## src/rtl/div_arbiter.sv

```systemverilog
// Round-robin arbiter sharing one fixed-point divider among NUM_REQ requesters.
// Each requester owns an operand slot; results return on a shared bus with a one-hot done strobe.
//
// state    | meaning
// ST_IDLE  | pick next pending slot round-robin from rr_ptr
// ST_ISSUE | present slot[grant] operands, start divider once it is not busy
// ST_WAIT  | wait for div_done, capture result, strobe req_done next cycle
module div_arbiter #(
  parameter int N       = 22,
  parameter int Q       = 10,
  parameter int NUM_REQ = 3
) (
  input  logic                 clk,
  input  logic                 rst_n,
  input  logic [NUM_REQ-1:0]   req_start,
  input  logic [NUM_REQ*N-1:0] req_dividend,
  input  logic [NUM_REQ*N-1:0] req_divisor,
  output logic [NUM_REQ-1:0]   req_busy,
  output logic [NUM_REQ-1:0]   req_done,
  output logic [N-1:0]         res_q,
  output logic                 res_dbz,
  output logic                 res_overflow,
  output logic                 div_start,
  output logic [N-1:0]         div_dividend,
  output logic [N-1:0]         div_divisor,
  input  logic                 div_busy,
  input  logic                 div_done,
  input  logic                 div_dbz,
  input  logic                 div_overflow,
  input  logic [N-1:0]         div_output_q
);

  localparam int PW = $clog2(NUM_REQ);
  localparam logic [PW:0] NUM_REQ_W = (PW+1)'(NUM_REQ);
  localparam logic [NUM_REQ-1:0] ONE = {{(NUM_REQ-1){1'b0}}, 1'b1};

  if (Q >= N || NUM_REQ < 2 || NUM_REQ > 8) begin : g_param_check
    $error("div_arbiter: unsupported parameter combination");
  end

  typedef enum logic [1:0] {ST_IDLE, ST_ISSUE, ST_WAIT} state_t;

  state_t             state, state_nxt;
  logic [NUM_REQ-1:0] pending;
  logic [NUM_REQ-1:0] accept;
  logic [NUM_REQ-1:0] grant_oh;
  logic [NUM_REQ-1:0] pick_oh;
  logic [PW-1:0]      grant;
  logic [PW-1:0]      rr_ptr;
  logic [PW-1:0]      pick;
  logic [PW:0]        idx;
  logic               found;
  logic [N-1:0]       slot_dividend [NUM_REQ];
  logic [N-1:0]       slot_divisor  [NUM_REQ];

  assign grant_oh = ONE << grant;
  assign pick_oh  = ONE << pick;
  assign req_busy = pending | ((state != ST_IDLE) ? grant_oh : '0);
  assign accept   = req_start & ~req_busy;

  // First pending slot at or after rr_ptr, wrapping modulo NUM_REQ.
  always_comb begin
    found = 1'b0;
    pick  = '0;
    idx   = '0;
    for (int k = 0; k < NUM_REQ; k++) begin
      idx = {1'b0, rr_ptr} + (PW+1)'(k);
      if (idx >= NUM_REQ_W) idx = idx - NUM_REQ_W;
      if (!found && pending[idx[PW-1:0]]) begin
        found = 1'b1;
        pick  = idx[PW-1:0];
      end
    end
  end

  always_ff @(posedge clk or negedge rst_n) begin
    if (!rst_n) state <= ST_IDLE;
    else        state <= state_nxt;
  end

  always_comb begin
    state_nxt = state;
    div_start = 1'b0;
    case (state)
      ST_IDLE:  if (found) state_nxt = ST_ISSUE;
      ST_ISSUE: if (!div_busy) begin
                  div_start = 1'b1;
                  state_nxt = ST_WAIT;
                end
      ST_WAIT:  if (div_done) state_nxt = ST_IDLE;
      default:  state_nxt = ST_IDLE;
    endcase
  end

  assign div_dividend = (state != ST_IDLE) ? slot_dividend[grant] : '0;
  assign div_divisor  = (state != ST_IDLE) ? slot_divisor[grant]  : '0;

  always_ff @(posedge clk or negedge rst_n) begin
    if (!rst_n) begin
      pending      <= '0;
      grant        <= '0;
      rr_ptr       <= '0;
      req_done     <= '0;
      res_q        <= '0;
      res_dbz      <= 1'b0;
      res_overflow <= 1'b0;
    end else begin
      req_done <= '0;
      if (state == ST_IDLE && found) begin
        grant   <= pick;
        pending <= (pending | accept) & ~pick_oh;
      end else begin
        pending <= pending | accept;
      end
      // div_done outside ST_WAIT is deliberately ignored
      if (state == ST_WAIT && div_done) begin
        res_q        <= div_output_q;
        res_dbz      <= div_dbz;
        res_overflow <= div_overflow;
        req_done     <= grant_oh;
        rr_ptr       <= (grant == PW'(NUM_REQ-1)) ? '0 : grant + 1'b1;
      end
    end
  end

  always_ff @(posedge clk or negedge rst_n) begin
    if (!rst_n) begin
      for (int i = 0; i < NUM_REQ; i++) begin
        slot_dividend[i] <= '0;
        slot_divisor[i]  <= '0;
      end
    end else begin
      for (int i = 0; i < NUM_REQ; i++) begin
        if (accept[i]) begin
          slot_dividend[i] <= req_dividend[i*N +: N];
          slot_divisor[i]  <= req_divisor[i*N +: N];
        end
      end
    end
  end

endmodule

```

## config.mk

```make
export PLATFORM = sky130hd
export DESIGN_NAME = div_arbiter
export DESIGN_NICKNAME = d
export VERILOG_FILES = /design/src/rtl/div_arbiter.sv
export SDC_FILE = /design/constraint.sdc
export NUM_CORES = 1
export LEC_CHECK = 0
export ABC_AREA = 1
export BUFFER_PORTS_ARGS = -buffer_cell sky130_fd_sc_hd__buf_2
export CAP_MARGIN = 10
export CORE_UTILIZATION = 31
export CTS_CLUSTER_DIAMETER = 30
export DETAILED_ROUTE_END_ITERATION = 12
export PLACE_DENSITY = 0.64
export SLEW_MARGIN = 20
export SYNTH_ARGS = -nofsm -noshare
export SYNTH_HDL_FRONTEND = slang
export SYNTH_SLANG_ARGS = --single-unit
export TNS_END_PERCENT = 5
```

## constraint.sdc

```tcl
create_clock -name clk -period 1.9 [get_ports clk]
set_input_delay 0.095 -clock clk [delete_from_list [all_inputs] [get_ports clk]]
set_output_delay 0.095 -clock clk [all_outputs]
set_load 0.005 [all_outputs]
```

* Yosys cells after proc, flatten, opt, wreduce, memory -nomap -nowiden
Index checks and enable logic that the tools add are counted.
** Word-level totals
- Register bits :: 168
- Input bits :: 163
- Logic and storage cells :: 84
** Cells by class
- Add/sub/neg operators :: 6
- Magnitude comparators :: 7
- Equal/unequal tests :: 6
- Shifts and indexed selects :: 2
- Mux-type cells :: 33
- Bitwise logic cells :: 7
- Reduce and logical (&&, ||, !) cells :: 9
** Operators by type and width (number)
- $mux W22 :: 6
- $bmux W22 S2 :: 2
- $mux W2 :: 10
- $lt A2 B3 Y1 const B :: 3
- $mux W3 :: 3
- $mux W1 :: 8
- $and A3 B3 Y3 :: 2
- $bmux W1 S2 :: 3
- $ge A3 B2 Y1 const B :: 2
- $ne A2 B2 Y1 const B :: 3
- $not A3 Y3 :: 2
- $or A3 B3 Y3 :: 2
- $pmux W2 S3 :: 1
- $shl A1 B2 Y3 const A :: 2
- $sub A2 B2 Y2 const B :: 3
- $eq A2 B2 Y1 const B :: 2
- $logic_and A1 B1 Y1 :: 4
- $add A2 B1 Y3 const B :: 1
- $add A2 B2 Y3 const B :: 1
- $ge A3 B3 Y1 const B :: 1
- $not A2 Y3 :: 1
- $reduce_and A3 Y1 :: 1
- $add A2 B1 Y2 const B :: 1
- $eq A2 B1 Y1 const B :: 1
- other kinds (4) :: 5

* Depth between registers and ports, before layout
- Depth in word-level cells :: 15
- Depth in mapped cells :: 11
- Depth with buffers taken out :: 11

* Worst setup path before layout
No wires, ideal clock.
- Path type :: register -> register
- From :: reg grant[0]
- To :: reg slot_divisor[26] (netlist name)
- Data arrival time :: 1509 ps
- Data required time :: 1775 ps
- Setup slack :: 265 ps
- Stages on the path, launching flop included :: 9
- Period minus slack after synthesis :: 1635 ps
- Cell sequence :: dfrtp_1 inv_2 nor2_4 inv_2 nor2_8 inv_2 nand3_4 buf_8 mux2_4
** Between the ends
- Longest elaborated chain between the ends :: 5
** Ends and longest elaborated chain
- start, declared :: RTL line 48 : logic [PW-1:0] grant;
- start signal, assigned :: RTL line 110 : grant <= pick;
- $shl A1 B2 Y3 :: RTL line 56 : assign grant_oh = ONE << grant;
- $mux W3 :: RTL line 58 : assign req_busy = pending | ((state != ST_IDLE) ? grant_oh : '0);
- $or A3 B3 Y3 :: RTL line 58
- $not A3 Y3 :: RTL line 59 : assign accept = req_start & ~req_busy;
- $and A3 B3 Y3 :: RTL line 59
- end signal, assigned by index :: RTL line 136 : slot_divisor[i] <= req_divisor[i*N +: N];
- end, declared :: RTL line 54 : logic [N-1:0] slot_divisor [NUM_REQ];
Every way passes these cells.
A chain may end at the register's enable or synchronous reset.

* Worst setup path after layout
- From :: reg grant[0]
- To :: out div_dividend[20]
** Between the ends
- Longest elaborated chain between the ends :: 5
** Ends and longest elaborated chain
- $not A2 Y3 (not written as such) :: RTL line 95 : assign div_dividend = (state != ST_IDLE) ? slot_dividend[grant] : '0;
- $bmux W22 S2 :: RTL line 95
- $mux W22 (not written as such) (2 in series) :: RTL line 95
- $mux W22 :: RTL line 95
- end, declared :: RTL line 24 : output logic [N-1:0] div_dividend,
Every way passes these cells. The select of a mux whose other input is x is not followed.

==> metrics <==
status finished, final reports clean; crit-path max FO 28; Top Usage Layer GRT met2; RSZ-0062 raised after global routing true; met1 Usage GRT 22.7%; Post-DRT Antenna Nets 0; Critical Path AT between 1500 and 2000 ps; CTS buffer count 17; CTS tree done; Setup WS post-layout 56.9 ps; first-pass GRT wire length 37700 um; Pleak 6.18 nW; Die W 162 um; initial antenna violation count 1; placed instance area 9540 um2; Post-Synthesis Cells around 690; DR vias/cell between 4 and 5; RD Place Congestion approximately 0.85; row count 58; Clock Path Buffers 2; Fill cells between 2000 and 2500; IR drop worst, VDD between 0.6 and 0.7 mV; placed insts 1252; M2 GR Usage 32.8%; # Max-Cap Violations 0; Final Hold Fails 0; Pre-antenna DRT Iters 5; DRT iter0 DRCs roughly 370; Synth cell types 30; register area 4210 um2; I/O pin total approximately 240; DP Wirelength 14800 um; Final Non-Filler Cells around 1400; CP endpoint div_dividend[20]; mapped cell area ~7900 um2; CTS Sinks about 170; Worst Setup Start Kind flip-flop; Commonest cells post-synth nand2_1, dfrtp_1, mux2_4; f_max ~0.54 GHz; Buffers on Ports 237; largest area contributor in the netlist dfrtp_1; Remaining DRCs 0; H-tree levels 4; largest cells by area after synthesis dfrtp_1, mux2_4, nand2_1; Final Max Slew Viols 0; total grt overflow 0; die height 162 um; Syn Nets 860; most frequent cell after synthesis nand2_1; die area roughly 26000 um2; pwr dens between 1500 and 2000 nW/um2; Fin Clk Skew roughly 9.5 ps; met3 Usage GRT about 3.5%; Synth warnings 0; ys async rst share 100%; largest net degree at the start of global routing slightly below 60; post-synthesis register bit count 168; core area about 25000 um2; clk root buf clkbuf_16; synthesized area per cell around 11 um2; R2R depth 11; Post-synth EDFFs 0; Synth Flop Type dfrtp_1; R2R setup slack 130 ps; Rel. slew slack around 68%; overall routing resource usage a little under a fifth; worst r2r src rr_ptr[1]; area share of the largest cell type after synthesis 53.1%; Initial Util around a third; sequential element share of the synthesized area a little over half; WL final 24000 um; dpl ws around 94 ps; Multi-input gate area about 3300 um2; CP Launch Point grant[0]; crit path time final between 1500 and 2000 ps; DR WL/cell roughly 17 um; HP Class in2reg; clock latency on the worst-skew pair ~420 ps; vias in the first global route just over 7000; post-route cell area 11800 um2; DR vias approximately 6500; # nets final 1270; CP required between 1500 and 2000 ps; Final Setup Violations 0; critical path endpoint category primary output; Layout area overhead 49.6%; share of cells above drive strength 1 40.7%; worst-margin pin slew roughly 470 ps; kind of critical path reg2out; Clk pin slew, worst setup/hold paths ~70 ps; Tcrit/Tclk final 97.0%; Critical R2R Capture pending[0]
==> power by group <==
part | switching [W] | internal, W | total [W]
Sequential | 0.00106 | 0.00537 | 0.00642
Clock | 0.00159 | 0.00197 | 0.00356
Combinational | 0.00411 | 0.00456 | 0.00866
==> kinds of logic after synthesis <==
family | Yosys count | synth area share, %
and+or+nand+nor | 272 | 15.0
DFF | 168 | 53.1
muxes | 131 | 22.2
buffers and inverters | 78 | 5.66
AOI/OAI and AO/OA | 40 | 3.44
adders and majority gates | 4 | 0.632
==> routing by layer <==
metal | wire, um | vias up | part of all wire [%]
li1 | - | 3100 | -
met3 | 938 | 39 | 3.9
met1 | 10000 | 3185 | 42
met2 | 12300 | 194 | 52
met5 | 0 | - | 0
met4 | 633 | 0 | 2.6
==> registers in the layout (all words and copies together), names as in the netlist, 2 cells and up <==
register       cells
state              2
slot_divisor      66
res_q             22
pending            3
slot_dividend     66
grant              2
rr_ptr             2
req_done           3
==> metrics by stage <==
step	hold slack, ps	util, %	total power, W	setup TNS, ps
floorplan	-201	-	0.0116	0
global placement	60.2	38.0	0.0142	0
detailed placement	63.7	38.0	0.0144	0
CTS	23.8	47.0	0.0186	-0.426
global route	38.4	47.2	0.0199	-148
finish	41.5	47.2	0.0187	0
==> layout make-up <==
| cell class | instances | area share (%) |
|---|---|---|
| clock buffer | 17 | 3.59 |
| inverter | 50 | 1.58 |
| tap | 330 | 3.48 |
| sequential | 168 | 35.5 |
| antenna | 1 | 0.0211 |
| multi-input combinational | 447 | 27.9 |
| timing repair buffer | 419 | 26.5 |
| clock inverter | 15 | 1.39 |
==> worst max-delay path: stages, from the launching register on <==
cell and delay [ps]:
dfrtp_2 460, nor2_4 160, buf_12 230, a22oi_2 120, o21ai_1 90, nand2_1 100, inv_1 70, buf_2 100
==> placed cells by master (no fill, tap or decap), types with 3 or more instances in the layout <==
cell type and n:
clkbuf_16 17, inv_6 4, dfrtp_1 165, nand3_1 23, buf_4 8, dfrtp_2 3, nor2_8 3, ha_1 3
buf_2 236, nand2_1 222, nor2_1 8, buf_12 14, inv_1 39, dlygate4sd3_1 158, o21ai_0 3, mux2_4 76
nor2_4 4, mux2_2 54, nand3_4 3, clkinv_2 3, a21oi_1 5, inv_2 10, a22oi_1 24
==> worst min path at each step <==
stage,slack (ps),to,start,cells after the start
2_1_floorplan,-200,grant[0],rst_n,0
3_3_place_gp,60,res_q[9],rst_n,1
3_5_place_dp,60,res_q[9],rst_n,1
4_1_cts,20,pending[0],req_start[0],3
5_1_grt,40,pending[0],req_start[0],3
6_report,40,pending[0],req_start[0],3
==> timing repair <==
action,in CTS,in global routing
hold buffers,158,0
buffers inserted,4,0
resized for setup,9,15
hold endpoints to repair,201,0
endpoints found under the setup margin,44,34
pin swaps,1,1
cloned,0,0
(Power assumes the default switching activity.)
